--- src/rtl/fix_point_mul_arbiter.sv ---
// fix_point_mul_arbiter: shares one pipelined signed fixed-point multiplier
// among NUM_REQ requesters. Each request port is granted at most once per
// cycle. Granted operands are multiplied combinationally and then pass through
// a PIPE_STAGES-deep register pipeline. The last stage drives a tagged result
// port that supports backpressure.
//
// Build option: define FIX_MUL_ARB_RR_EN to get round-robin arbitration, which
// uses a rotating pointer. Without it, arbitration is fixed priority (lowest
// index wins) and no pointer register exists.
//
// Handshake semantics (all ports): a transfer happens on a rising clk edge
// when valid and ready are both high. A source that raises valid keeps it and
// its payload stable until the transfer. Ready may depend combinationally on
// valid. The result port is registered: res_valid/res_id/res_data hold while
// res_valid=1 and res_ready=0.

// Combinational signed fixed-point multiply: take the upper WIDTH bits of the
// full 2*WIDTH product, shift left by INT*INT-INT, wrap to WIDTH bits.
module fix_point_multiply #(
  parameter int WIDTH      = 32,
  parameter int FRAC_WIDTH = 30
) (
  input  logic [WIDTH-1:0] a,
  input  logic [WIDTH-1:0] b,
  output logic [WIDTH-1:0] result
);

  localparam int INT_WIDTH = WIDTH - FRAC_WIDTH;
  localparam int SHIFT     = INT_WIDTH * INT_WIDTH - INT_WIDTH;

  logic [2*WIDTH-1:0] a_ext;
  logic [2*WIDTH-1:0] b_ext;
  logic [2*WIDTH-1:0] product;
  logic [WIDTH-1:0]   upper;

  // Sign-extend both operands to the full width. The low 2*WIDTH bits of the
  // unsigned product of the extended values then equal the signed product.
  assign a_ext   = {{WIDTH{a[WIDTH-1]}}, a};
  assign b_ext   = {{WIDTH{b[WIDTH-1]}}, b};
  assign product = a_ext * b_ext;
  assign upper   = product[2*WIDTH-1:WIDTH];
  assign result  = upper << SHIFT;

endmodule

module fix_point_mul_arbiter #(
  parameter int WIDTH       = 32,
  parameter int FRAC_WIDTH  = 30,
  parameter int NUM_REQ     = 4,
  parameter int ID_WIDTH    = 2,
  parameter int PIPE_STAGES = 2
) (
  input  logic                       clk,
  input  logic                       reset,
  input  logic [NUM_REQ-1:0]         req_valid,
  output logic [NUM_REQ-1:0]         req_ready,
  input  logic [NUM_REQ*WIDTH-1:0]   req_x,
  input  logic [NUM_REQ*WIDTH-1:0]   req_y,
  output logic                       res_valid,
  input  logic                       res_ready,
  output logic [ID_WIDTH-1:0]        res_id,
  output logic [WIDTH-1:0]           res_data,
  output logic                       idle
);

  localparam int LAST = PIPE_STAGES - 1;

  // Pipeline advance enable. When it is low the whole block freezes,
  // including the grant path.
  logic                                adv;
  logic                                grant_any;
  logic [ID_WIDTH-1:0]                 grant_id;
  logic [WIDTH-1:0]                    sel_x;
  logic [WIDTH-1:0]                    sel_y;
  logic [WIDTH-1:0]                    product;

  // Stage 0 is the first register after the multiplier. Stage LAST drives
  // the result port.
  logic [PIPE_STAGES-1:0]              vld_q;
  logic [PIPE_STAGES-1:0]              vld_d;
  logic [PIPE_STAGES-1:0][ID_WIDTH-1:0] id_q;
  logic [PIPE_STAGES-1:0][ID_WIDTH-1:0] id_d;
  logic [PIPE_STAGES-1:0][WIDTH-1:0]    data_q;
  logic [PIPE_STAGES-1:0][WIDTH-1:0]    data_d;

  assign res_valid = vld_q[LAST];
  assign res_id    = id_q[LAST];
  assign res_data  = data_q[LAST];
  assign idle      = ~|vld_q;
  assign adv       = !res_valid || res_ready;

`ifdef FIX_MUL_ARB_RR_EN
  // Round-robin pointer: the first index searched on the next grant.
  logic [ID_WIDTH-1:0] ptr_q;
  logic [ID_WIDTH-1:0] ptr_d;
  logic                hi_any;
  logic [ID_WIDTH-1:0] hi_id;
  logic                lo_any;
  logic [ID_WIDTH-1:0] lo_id;

  // Rotating search: the lowest active index at or above ptr wins. If there
  // is none, the lowest active index overall wins (the wrapped part).
  always_comb begin
    hi_any    = 1'b0;
    hi_id     = '0;
    lo_any    = 1'b0;
    lo_id     = '0;
    grant_any = 1'b0;
    grant_id  = '0;
    for (int i = NUM_REQ - 1; i >= 0; i--) begin
      if (req_valid[i]) begin
        lo_any = 1'b1;
        lo_id  = ID_WIDTH'(i);
        if (ID_WIDTH'(i) >= ptr_q) begin
          hi_any = 1'b1;
          hi_id  = ID_WIDTH'(i);
        end
      end
    end
    if (hi_any) begin
      grant_any = 1'b1;
      grant_id  = hi_id;
    end else if (lo_any) begin
      grant_any = 1'b1;
      grant_id  = lo_id;
    end
    if (reset || !adv) begin
      grant_any = 1'b0;
      grant_id  = '0;
    end
  end

  // Move the pointer one past the granted requester, wrapping at NUM_REQ.
  always_comb begin
    ptr_d = ptr_q;
    if (grant_any) begin
      if (grant_id == ID_WIDTH'(NUM_REQ - 1)) begin
        ptr_d = '0;
      end else begin
        ptr_d = grant_id + ID_WIDTH'(1);
      end
    end
  end

  // Pointer register.
  always_ff @(posedge clk) begin
    if (reset) begin
      ptr_q <= '0;
    end else begin
      ptr_q <= ptr_d;
    end
  end
`else
  // Fixed priority: the lowest active index wins.
  always_comb begin
    grant_any = 1'b0;
    grant_id  = '0;
    for (int i = NUM_REQ - 1; i >= 0; i--) begin
      if (req_valid[i]) begin
        grant_any = 1'b1;
        grant_id  = ID_WIDTH'(i);
      end
    end
    if (reset || !adv) begin
      grant_any = 1'b0;
      grant_id  = '0;
    end
  end
`endif

  // One-hot grant. It is only ever set for a requester whose valid is high.
  always_comb begin
    req_ready = '0;
    if (grant_any) begin
      req_ready = NUM_REQ'(1) << grant_id;
    end
  end

  // Select the granted requester's operands for the shared multiplier.
  always_comb begin
    sel_x = '0;
    sel_y = '0;
    for (int i = 0; i < NUM_REQ; i++) begin
      if (grant_id == ID_WIDTH'(i)) begin
        sel_x = req_x[i*WIDTH +: WIDTH];
        sel_y = req_y[i*WIDTH +: WIDTH];
      end
    end
  end

  fix_point_multiply #(
    .WIDTH      (WIDTH),
    .FRAC_WIDTH (FRAC_WIDTH)
  ) u_mul (
    .a      (sel_x),
    .b      (sel_y),
    .result (product)
  );

  // Next pipeline state. On advance, stage 0 captures the grant (or a
  // bubble) and every later stage takes its predecessor's contents.
  always_comb begin
    vld_d  = vld_q;
    id_d   = id_q;
    data_d = data_q;
    if (adv) begin
      vld_d[0] = grant_any;
      if (grant_any) begin
        id_d[0]   = grant_id;
        data_d[0] = product;
      end
      for (int k = 1; k < PIPE_STAGES; k++) begin
        vld_d[k]  = vld_q[k-1];
        id_d[k]   = id_q[k-1];
        data_d[k] = data_q[k-1];
      end
    end
  end

  // Pipeline registers. Reset discards every in-flight entry.
  always_ff @(posedge clk) begin
    if (reset) begin
      vld_q  <= '0;
      id_q   <= '0;
      data_q <= '0;
    end else begin
      vld_q  <= vld_d;
      id_q   <= id_d;
      data_q <= data_d;
    end
  end

endmodule
--- config.mk ---
export PLATFORM = sky130hd
export DESIGN_NAME = fix_point_mul_arbiter
export DESIGN_NICKNAME = d
export VERILOG_FILES = /design/src/rtl/fix_point_mul_arbiter.sv
export SDC_FILE = /design/constraint.sdc
export NUM_CORES = 2
export LEC_CHECK = 0
export ABC_AREA = 1
export ABC_CLOCK_PERIOD_IN_PS = 9300
export BUFFER_PORTS_ARGS = -buffer_cell sky130_fd_sc_hd__buf_2
export CORE_MARGIN = 3
export CORE_UTILIZATION = 55
export CTS_CLUSTER_DIAMETER = 40
export DETAILED_ROUTE_END_ITERATION = 12
export PLACE_DENSITY_LB_ADDON = 0.25
export RECOVER_POWER = 50
export SLEW_MARGIN = 0
export SYNTH_ARGS = -nofsm -noshare
export SYNTH_HDL_FRONTEND = slang
export SYNTH_SLANG_ARGS = --single-unit
--- constraint.sdc ---
create_clock -name clk -period 9.3 [get_ports clk]
set_input_delay 0.465 -clock clk [delete_from_list [all_inputs] [get_ports clk]]
set_output_delay 0.465 -clock clk [all_outputs]
set_load 0.02 [all_outputs]
# Word level (Yosys, flattened, before mapping)

Cells that the tools add are included.

$mul: 1
Equal/unequal tests: 3
Shift-type cells: 1
Multiplexer cells: 19
Reductions and logical operators: 8

Operators with widths:

| operator                                        | number |
|---|---|
| 2-to-1 mux 32 bit                               | 8 |
| multiplier 32 x 32 -> 62 bit                    | 1 |
| 2-to-1 mux 2 bit                                | 5 |
| 2-to-1 mux 1 bit                                | 5 |
| == test 2 bit, second input constant            | 2 |
| 2-to-1 mux 4 bit                                | 1 |
| left shift 1 x 2 -> 4 bit, first input constant | 1 |
| logical NOT 1 bit                               | 3 |
| == test 2 x 1 -> 1 bit, second input constant   | 1 |
| logical NOT 2 bit                               | 1 |
| logical OR 1 bit                                | 2 |
| AND reduction 2 bit                             | 1 |
| OR reduction 2 bit                              | 1 |

Register bits: 66
Input port bits: 263
Output and inout bits: 40

# Longest topological paths before layout

Depth in word-level cells: 11
Depth in mapped cells: 47

# By module

A second synthesis with hierarchy kept.

Cell total of the unflattened synthesis: 5466
Area total of the unflattened synthesis: 41857.6 um^2

By module, submodules not included:

| module                | times used | cells each | area each (um^2) |
|---|---|---|---|
| fix_point_multiply    | 1          | 4724       | 37084.3 |
| fix_point_mul_arbiter | 1          | 742        | 4773.3 |

# Least setup slack after synthesis

OpenSTA, ideal clock, no wires.

Path type: input-to-reg
Start: input req_valid[0]
End: register data_q[28] (netlist name)
Arrival: 8.592 ns
Path slack: 0.599 ns
Stages: 36
Path buffers: 2
Cells stage by stage: inv_1 nand2_1 nor2_2 nand2_4 buf_6 nor2_4 inv_1 or2_2 o221ai_1 nor2_1 inv_2 buf_1 nor2_1 fa_1 fa_1 fa_1 inv_1 fa_1 inv_1 fa_1 fa_1 inv_1 fa_1 inv_1 fa_1 ha_1 a21oi_1 o21ai_0 a21oi_1 o22ai_1 a211oi_1 nand2_1 nand2_1 nand3_1 nand2_1 inv_1

Cells in the longest elaborated chain, start to end: 8

RTL lines:

| element                        | RTL line | text |
|---|---|---|
| start, declared                | 55       | `input logic [NUM_REQ-1:0] req_valid,` |
| 2-to-1 mux 2 bit               | 159      | `if (req_valid[i]) begin` |
| 2-to-1 mux 2 bit               | 164      | `if (reset \|\| !adv) begin` |
| logical NOT 2 bit              | 184      | `if (grant_id == ID_WIDTH'(i)) begin` |
| 2-to-1 mux 32 bit (4 in a row) | 184      |  |
| multiplier 32 x 32 -> 62 bit   | 40       | `assign product = a_ext * b_ext;` |
| end signal, assigned           | 229      | `data_q <= data_d;` |
| end, declared                  | 83       | `logic [PIPE_STAGES-1:0][WIDTH-1:0] data_q;` |

Parallel ways exist; a longest one is shown, timed or not.
A chain may end at the register's enable or synchronous reset.

# Worst setup path in the final report

Start: register vld_q[1]
End: register data_q[17] (netlist name)

Cells in the longest elaborated chain, start to end: 11

RTL lines:

| element                        | RTL line | text |
|---|---|---|
| start, declared                | 79       | `logic [PIPE_STAGES-1:0] vld_q;` |
| start signal, assigned         | 227      | `vld_q <= vld_d;` |
| logical NOT 1 bit (*)          | 90       | `assign adv = !res_valid \|\| res_ready;` |
| logical OR 1 bit (*)           | 90       |  |
| logical NOT 1 bit              | 164      |  |
| logical OR 1 bit               | 164      |  |
| 2-to-1 mux 2 bit               | 164      |  |
| logical NOT 2 bit              | 184      |  |
| 2-to-1 mux 32 bit (4 in a row) | 184      |  |
| multiplier 32 x 32 -> 62 bit   | 40       |  |

Mark *: on every way between the ends. The rest lies on a longest branch, timed or not.

==> results.sh <==
export IMPL_tritoncts="yes"
export IMPL_cts_made_buffers=9
export IMPL_synth_top_cell_area_share_pct=54.2
export IMPL_fp_row_count=97
export IMPL_grt_remaining_overflow=0
export IMPL_muxShareOfSynthArea_pct=0
export IMPL_die_area_um2=74500
export IMPL_syn2layout_area_growth_pct=9.75
export IMPL_setup_ws_ns=0.0922
export IMPL_fin_util_pct=61.2
export IMPL_drc=0
export IMPL_synth_commonest_cells="1098 x inv_1, 1061 x fa_1, 802 x nand2_1, 675 x nor2_1, 177 x ha_1"
export IMPL_synth_async_reset_ratio_pct=0
export IMPL_fp_dieH_um=273
export IMPL_cts_root_buf="clkbuf_16"
export IMPL_cp_slowest_stage_delay_ns=0.67
export IMPL_synth_area_leader_cell="fa_1"
export IMPL_hpwl_mm=128
export IMPL_core_um2=70300
export IMPL_cp_end_kind="register"
export IMPL_netlist_area_um2=39200
export IMPL_synth_xor_area_share_pct=0.604
export IMPL_maxCapViolCount=1
export IMPL_ys_seq_area_share_pct=3.37
export IMPL_violations="max-capacitance violations, max-slew violations"
export IMPL_crit_top_cell="fa_1"
export IMPL_fin_tns_setup_ns=0
export IMPL_die_w_um=273
export IMPL_cp_start_kind="register"
export IMPL_portBuffers=300
export IMPL_worst_ep_required_time_ns=9.51
export IMPL_setup_violations=0
export IMPL_fmax_mhz=109
export IMPL_crit_fanout=15
export IMPL_synthSimpleGateAreaFrac_pct=17.1
export IMPL_start_util_pct=55.8
export IMPL_htreeDepth=3
export IMPL_vias=34200
export IMPL_clkTransAtPathRegs_ns=0.06
export IMPL_gp_congestion=1.02
export IMPL_crit_buf_inv=10
export IMPL_use_met1_pct=53.1
export IMPL_grtUsageMet2_pct=63.3
export IMPL_ys_flop_type="dfxtp_1"
export IMPL_path_delay_family="adder cells"
export IMPL_final_hold_viol_count=0
export IMPL_synth_adder_area_share_pct=59.9
export IMPL_worstMarginPinSlew_ns=2.13
export IMPL_drtPass1Iterations=8
export IMPL_clk_latency_ns=0.32
export IMPL_critPathKind="register to register"
export IMPL_grt_busiest_layer="met2"
export IMPL_synth_warnings=0
export IMPL_met3_usage_pct=12.4
export IMPL_antenna_left=0
export IMPL_layout_drive_gt1_share_pct=12.3
export IMPL_yosys_register_bits=66
export IMPL_maxSlewViolCount=61
export IMPL_synth_top_family_by_area="adder cells"
export IMPL_fin_crit_sh_pct=99.0
export IMPL_clock_skew_ns=0.00603
export IMPL_status="finished with violations"
export IMPL_synth_most_common_cell="inv_1"
export IMPL_grtUsageTotal_pct=42.0
export IMPL_fin_nets=6534
export IMPL_syn_area_per_cell_um2=8.27
export IMPL_via_per_inst=5.71
export IMPL_synth_area_leaders="fa_1 54%, inv_1 11%, nand2_1 7.7%, nor2_1 6.5%, ha_1 5.7%"
export IMPL_wl_mm=152
export IMPL_r2r_slack_ns=0.09
export IMPL_grt_max_degree=61
export IMPL_min_path_type="register to register"
export IMPL_slew_headroom_pct=-41.7
export IMPL_grt_pass1_vias=36400
export IMPL_worst_path_max_delay_cell="fa_1"
export IMPL_drtIter0Drc=3347
export IMPL_ios=303
export IMPL_synth_compound_area_share_pct=5.37
export IMPL_grt_pass1_wl_mm=227
export IMPL_netlist_cell_type_count=49
export IMPL_avgRoutedWirePerCell_um=25.4
export IMPL_cts_sinks=66
export IMPL_dp_slack_ns=0.103
export IMPL_antenna_found_initial=6
export IMPL_syn_inst=4738
export IMPL_synth_edf_count=0
export IMPL_post_route_min_period_ns=9.21
export IMPL_clk_path_buf_depth=2
export IMPL_arrival_ns=9.42
worst min-delay path, stage by stage (launching register included):
cell	delay [ns]
dfxtp_1	0.32
nand2_1	0.05
nand2_1	0.04
flip-flops by register name, summed over array words and instances (netlist names):
register / cells
res_data: 30
res_id: 2
data_q: 30
vld_q: 2
id_q: 2
layout by cell type, fill, tap and decap left out, types with 7 or more instances in the layout:
cell	synthesis	final
fa_1	1061	1060
nand2_2	12	15
inv_2	23	22
a21oi_1	128	128
o21ai_2	7	12
clkbuf_16	0	9
clkinv_1	8	7
or2_2	35	35
o221ai_1	21	20
dfxtp_1	66	66
xor2_1	14	14
nand3_1	105	105
ha_1	177	177
buf_2	90	268
diode_2	0	10
buf_4	34	187
inv_1	1098	1096
buf_12	0	22
o21ai_0	147	143
a31oi_1	7	7
xnor2_1	13	13
nand2_1	802	799
clkbuf_1	99	37
nor2_1	675	668
nor2_4	5	7
nor2_2	10	15
nand4_1	8	8
o22ai_1	14	14
o21a_1	12	12
kinds of logic after synthesis:
| group | after synthesis |
|---|---|
| xor+xnor | 27 |
| compound gates | 370 |
| simple gates | 1675 |
| buf+inv | 1361 |
| other cells | 1 |
| fa+ha+maj | 1238 |
| flops | 66 |
final timing paths:
check                             endpoint      from  cells after the start
worst min-delay path             res_id[0]   id_q[0]                      2
worst max register to register  data_q[17]  vld_q[1]                     36
worst max-delay path            data_q[17]  vld_q[1]                     36
worst min register to register   res_id[0]   id_q[0]                      2
layer usage:
metal | wire [um] | part of all wire, %
met1 | 55400 | 36
met2 | 66100 | 43
met3 | 17900 | 12
met4 | 12600 | 8.3
met5 | 13 | 0.0086
layout make-up:
cell class	instances	area [um2]
diodes	10	25.0
clock buffers	11	233
clock inverters	5	78.8
fillers	6311	27300
inverters	1129	4250
multi-input cells	3312	32600
flip-flops and latches	66	1320
well taps	940	1180
repair buffers	515	3350
metrics by stage:
step | area, um2 | instances | hold slack, ns
3_3_place_gp | 42600 | 5957 | 0.437
3_5_place_dp | 42600 | 5957 | 0.432
4_1_cts | 42900 | 5973 | 0.447
6_report | 43000 | 5988 | 0.444
2_1_floorplan | 39200 | 4739 | 0.419
5_1_grt | 43000 | 5980 | 0.475
timing repair:
item                                    CTS  global route
endpoints found under the setup margin    0            21
resized for setup                         0            18
buffers inserted                          0             5
hold buffers                              0             0
Power is not shown: default switching activity piles up to over one toggle a cycle in this logic, so the estimate is an artifact.
